## src/rtl/pll_lock_sequencer.sv

```systemverilog
// PLL lock sequencer: holds the PLL in reset, waits for lock with a timeout,
// qualifies lock stability, then releases downstream logic; re-sequences on lock loss.
`timescale 1ns/1ps

module pll_lock_sequencer #(
    parameter int unsigned RESET_CYCLES  = 1024,
    parameter int unsigned LOCK_TIMEOUT  = 65536,
    parameter int unsigned STABLE_CYCLES = 4096,
    parameter int unsigned TIMER_WIDTH   = 17,
    parameter int unsigned COUNT_WIDTH   = 8
) (
    input  logic                   clock,
    input  logic                   reset_n,
    input  logic                   pll_locked,
    input  logic                   clear_counts,
    output logic                   pll_reset,
    output logic                   downstream_reset,
    output logic                   ready,
    output logic [1:0]             state,
    output logic [COUNT_WIDTH-1:0] lock_loss_count,
    output logic [COUNT_WIDTH-1:0] retry_count
);

    typedef enum logic [1:0] {
        ST_PLL_RESET = 2'd0,
        ST_WAIT_LOCK = 2'd1,
        ST_STABLE    = 2'd2,
        ST_RUN       = 2'd3
    } state_e;

    localparam logic [TIMER_WIDTH-1:0] LP_RESET_LAST  = TIMER_WIDTH'(RESET_CYCLES - 1);
    localparam logic [TIMER_WIDTH-1:0] LP_LOCK_LAST   = TIMER_WIDTH'(LOCK_TIMEOUT - 1);
    localparam logic [TIMER_WIDTH-1:0] LP_STABLE_LAST = TIMER_WIDTH'(STABLE_CYCLES - 1);
    localparam logic [63:0]            LP_TIMER_SPAN  = 64'(1) << TIMER_WIDTH;

    // Configuration sanity: every duration must be >=2 and fit the timer.
    if (RESET_CYCLES < 2 || LOCK_TIMEOUT < 2 || STABLE_CYCLES < 2 ||
        64'(RESET_CYCLES) > LP_TIMER_SPAN || 64'(LOCK_TIMEOUT) > LP_TIMER_SPAN ||
        64'(STABLE_CYCLES) > LP_TIMER_SPAN) begin : g_cfg_error
        $error("pll_lock_sequencer: cycle parameter out of range for TIMER_WIDTH");
    end

    state_e                  r_state;
    state_e                  w_state_nxt;
    logic [TIMER_WIDTH-1:0]  r_timer;
    logic [TIMER_WIDTH-1:0]  w_timer_nxt;
    logic                    r_sync_1;
    logic                    r_sync_2;
    logic                    w_locked_s;
    logic                    w_retry_inc;
    logic                    w_loss_inc;
    logic                    w_pll_reset_nxt;
    logic                    w_ready_nxt;

    assign w_locked_s = r_sync_2;
    assign state      = r_state;

    // State, timer, synchronizer and registered outputs.
    always_ff @(posedge clock or negedge reset_n) begin
        if (!reset_n) begin
            r_sync_1         <= 1'b0;
            r_sync_2         <= 1'b0;
            r_state          <= ST_PLL_RESET;
            r_timer          <= '0;
            pll_reset        <= 1'b1;
            ready            <= 1'b0;
            downstream_reset <= 1'b1;
        end else begin
            r_sync_1         <= pll_locked;
            r_sync_2         <= r_sync_1;
            r_state          <= w_state_nxt;
            r_timer          <= w_timer_nxt;
            pll_reset        <= w_pll_reset_nxt;
            ready            <= w_ready_nxt;
            downstream_reset <= !w_ready_nxt;
        end
    end

    // Next-state logic; lock takes priority over timeout in WAIT_LOCK.
    always_comb begin
        w_state_nxt = r_state;
        w_retry_inc = 1'b0;
        w_loss_inc  = 1'b0;
        case (r_state)
            ST_PLL_RESET: begin
                if (r_timer == LP_RESET_LAST) w_state_nxt = ST_WAIT_LOCK;
            end
            ST_WAIT_LOCK: begin
                if (w_locked_s) begin
                    w_state_nxt = ST_STABLE;
                end else if (r_timer == LP_LOCK_LAST) begin
                    w_state_nxt = ST_PLL_RESET;
                    w_retry_inc = 1'b1;
                end
            end
            ST_STABLE: begin
                if (!w_locked_s) begin
                    w_state_nxt = ST_PLL_RESET;
                    w_retry_inc = 1'b1;
                end else if (r_timer == LP_STABLE_LAST) begin
                    w_state_nxt = ST_RUN;
                end
            end
            ST_RUN: begin
                if (!w_locked_s) begin
                    w_state_nxt = ST_PLL_RESET;
                    w_loss_inc  = 1'b1;
                end
            end
            default: w_state_nxt = ST_PLL_RESET;
        endcase
    end

    // Output and timer decode from next state so outputs move with the state register.
    always_comb begin
        w_pll_reset_nxt = (w_state_nxt == ST_PLL_RESET);
        w_ready_nxt     = (w_state_nxt == ST_RUN);
        w_timer_nxt     = r_timer;
        if (w_state_nxt != r_state) begin
            w_timer_nxt = '0;
        end else if (r_state != ST_RUN) begin
            w_timer_nxt = r_timer + TIMER_WIDTH'(1);
        end
    end

    // Saturating event counters; clear has priority over increment.
    always_ff @(posedge clock or negedge reset_n) begin
        if (!reset_n) begin
            lock_loss_count <= '0;
            retry_count     <= '0;
        end else if (clear_counts) begin
            lock_loss_count <= '0;
            retry_count     <= '0;
        end else begin
            if (w_loss_inc && (lock_loss_count != '1))
                lock_loss_count <= lock_loss_count + COUNT_WIDTH'(1);
            if (w_retry_inc && (retry_count != '1))
                retry_count <= retry_count + COUNT_WIDTH'(1);
        end
    end

endmodule

```

## config.mk

```make
export PLATFORM = sky130hd
export DESIGN_NAME = pll_lock_sequencer
export DESIGN_NICKNAME = d
export VERILOG_FILES = /design/src/rtl/pll_lock_sequencer.sv
export SDC_FILE = /design/constraint.sdc
export NUM_CORES = 1
export LEC_CHECK = 0
export BUFFER_PORTS_ARGS = -buffer_cell sky130_fd_sc_hd__buf_2
export CORE_MARGIN = 5
export CORE_UTILIZATION = 52
export CTS_CLUSTER_SIZE = 28
export DETAILED_ROUTE_END_ITERATION = 16
export GPL_ROUTABILITY_DRIVEN = 1
export GPL_TIMING_DRIVEN = 0
export PLACE_DENSITY = 0.8
export SYNTH_ARGS = -nofsm -noshare
export SYNTH_HDL_FRONTEND = slang
export SYNTH_SLANG_ARGS = --single-unit
```

## constraint.sdc

```tcl
create_clock -name clock -period 2.3 [get_ports clock]
set_input_delay 0.46 -clock clock [delete_from_list [all_inputs] [get_ports clock]]
set_output_delay 0.46 -clock clock [all_outputs]
set_load 0.005 [all_outputs]
```

==> qor.yml <==
worst_setup_path:
  cp-end-kind: "register"
  rrSetupSlack_ns: -0.13
  rr_endpoint: "r_timer[15]"
  reg2regPathDepth: 13
  start_kind: "register"
  crit_fanout: 3
  r2r_start: "r_timer[9]"
  critical_path_class: "reg -> reg"
  cp_data_arrival_time_ns: 2.65
  cp.required_ns: 2.52
clock_network:
  clkSlewWorstSetupHoldPaths_ns: 0.08
  cts_sinks: 40
  cts_buffers: 5
  cts.htree.levels: 2
  cts_tree: "yes"
  cts_buffer_depth: 2
  root_buffer: "clkbuf_8"
  clock_latency_ns: 0.30
layout:
  drive_gt1_frac: 0.326
  antenna_cells: 0
  area_growth_pct: 27.7
  finalInstanceArea_mm2: 0.00290
  stdcell_count: 337
  nNetsFinal: 296
  fillers: 320
  fin_util: 0.674
drt:
  vias: 2007
  remaining_drc_errors: 0
  wl_per_cell_um: 15.8
  wl_um: 5310
  ant_nets: 0
  drt_pass1_iterations: 4
  drtIter0Drc: 216
  drt-vias-per-instance: 5.96
power:
  totalPowerFinal_mw: 1.37
  p_leak_nw: 1.28
  irDropWorstVdd_v: 0.000286
  power_density_mw_per_mm2: 474
global_routing:
  antenna_found_initial: 0
  grt_pass1_wl_um: 8700
  grt_pass1_vias: 1956
  grt_overflow: 0
  grtUsageTotal: 0.179
  grt_max_degree: 41
sta:
  period_minus_slack_ns: 2.43
  slew_headroom: 0.409
  whs_ns: 0.265
  layout_setup_ws_ns: -0.128
  period_share: 1.06
  hold_viol: 0
  fin_worst_skew_ns: 0.00655
  setup_viol: 6
  maxSlewViolCount: 0
  fmax_mhz: 412
  rsz0062_at_grt: "true"
  tightestPinTransition_ns: 0.886
synth:
  synthCells: 231
  yosys.area.top_type_share: 0.419
  synth.most_common_cell: "dfrtp_1"
  avgSynthCellArea_um2: 9.81
  ys.flop_type: "dfrtp_1"
  async_flop_share: 1.00
  synth_cell_types: 52
  netlist_top_cells_count: "dfrtp_1 (38), nor3_1 (15), a21oi_1 (13), o21ai_0 (13), xor2_1 (13)"
  ys_seq_elements: 40
  synth.area.top_cells: "dfrtp_1 (42%), xor2_1 (5.0%), ha_1 (4.4%), nor3_1 (3.3%), a21oi_1 (2.9%)"
  yosysSeqAreaShare: 0.443
  syn_area_mm2: 0.00227
  synth_area_leader_cell: "dfrtp_1"
  yosysWarnings: 0
  syn_nets: 243
  synth_edf_count: 0
floorplan:
  start_util: 0.528
  ios: 25
  die_area_mm2: 0.00578
  fp.dieH_um: 76.0
  die_w_um: 76.0
  rows: 24
  fp.coreArea_mm2: 0.00429
placement:
  portBuffers: 23
  dp.cells: 306
  place_congestion: 0.778
  postPlaceCellArea_mm2: 0.00246
  place_hpwl_um: 3180
min_path:
  hold_path_class: "in -> reg"
  holdCritStartpoint: "pll_locked"
  hold_depth: 1
  min_to: "r_sync_1"
outcome:
  violations: "negative setup slack"
  status: "complete, but fails checks"
job:
  drv_cap: 0
==> how the worst max path moves through the flow <==
stage                startpoint             end  slack (ns)  depth (start not counted)
finish               r_timer[9]     r_timer[15]       -0.13                         13
global placement    r_timer[10]      r_timer[4]       -0.36                         10
floorplan           r_timer[10]  retry_count[3]       -0.03                         10
global route         r_timer[1]  retry_count[0]       -0.25                         11
CTS                  r_timer[9]  retry_count[7]       -0.16                         10
detailed placement  r_timer[10]      r_timer[4]       -0.38                         10
==> cell type report <==
cell class,count,area [um^2],area share
Buffer,13,90.1,0.0311
Clock inverter,1,30.0,0.0104
Multi-Input combinational cell,173,1300,0.449
Sequential cell,40,1010,0.347
Clock buffer,7,96.3,0.0333
Tap cell,52,65.1,0.0225
Inverter,5,18.8,0.00648
Timing Repair Buffer,46,288,0.0994
==> cell usage in the layout, fill, tap and decap left out, drive strengths merged, types with 4 or more instances in the layout <==
master and n:
a211oi 4, a21oi 13, and3 5, and3b 4, and4 5, buf 55
clkbuf 11, dfrtp 38, ha 8, inv 5, nand2 9, nand3 11
nand4 7, nor2 12, nor2b 4, nor3 15, o21ai 14, or3 6
xor2 13
==> repair_timing <==
| action | in CTS | in global routing |
|---|---|---|
| setup buffers | 17 | 6 |
| endpoints found under the setup margin | 18 | 25 |
| hold buffers | 0 | 0 |
| gates resized for setup | 9 | 21 |
| gates cloned | 0 | 0 |
| pin swaps | 10 | 8 |
==> cells by family after synthesis <==
family,Yosys count,synth area share
AOI/OAI and AO/OA,47,0.139
xor gates and xnor gates,15,0.0579
adders and majority gates,8,0.0442
buffers and inverters,18,0.0359
DFF,40,0.443
muxes,5,0.0232
and+or+nand+nor,98,0.257
==> per-layer routing <==
| layer | vias to the layer above | share of wire | GRT usage |
|---|---|---|---|
| met3 | 7 | 0.053 | 0.0355 |
| met4 | 0 | 0.015 | 0.0872 |
| met2 | 50 | 0.50 | 0.289 |
| met1 | 994 | 0.43 | 0.229 |
| li1 | 956 | - | - |
| met5 | - | 0 | 0 |
==> worst max-delay path, stage by stage (launching register included) <==
cell and delay, ns:
dfrtp_1 0.37, and4_1 0.20, clkbuf_8 0.13, nand4_1 0.10, buf_4 0.16, buf_4 0.12, buf_4 0.12, buf_4 0.12
buf_4 0.12, buf_4 0.12, buf_4 0.12, buf_4 0.12, or3_1 0.35, a211oi_2 0.18
==> state kept, by name (all words and copies together) (netlist names) <==
| name | cells |
|---|---|
| r_timer | 17 |
| lock_loss_count | 8 |
| retry_count | 8 |
| state | 2 |
| downstream_reset | 1 |
| pll_reset | 1 |
| r_sync_1 | 1 |
| r_sync_2 | 1 |
| ready | 1 |
==> power by group <==
part	total, mW	leakage, nW	switching [mW]	internal, mW
combinational	0.0249	0.685	0.0211	0.00378
sequential	0.706	0.530	0.00138	0.705
clock	0.641	0.0645	0.258	0.383
==> per-stage QoR <==
stage / setup slack [ns] / setup TNS [ns]
floorplan: -0.0350 / -0.0350
global placement: -0.363 / -4.20
detailed placement: -0.378 / -4.50
CTS: -0.155 / -1.23
global route: -0.248 / -1.73
finish: -0.128 / -0.436
(Power assumes the default switching activity.)
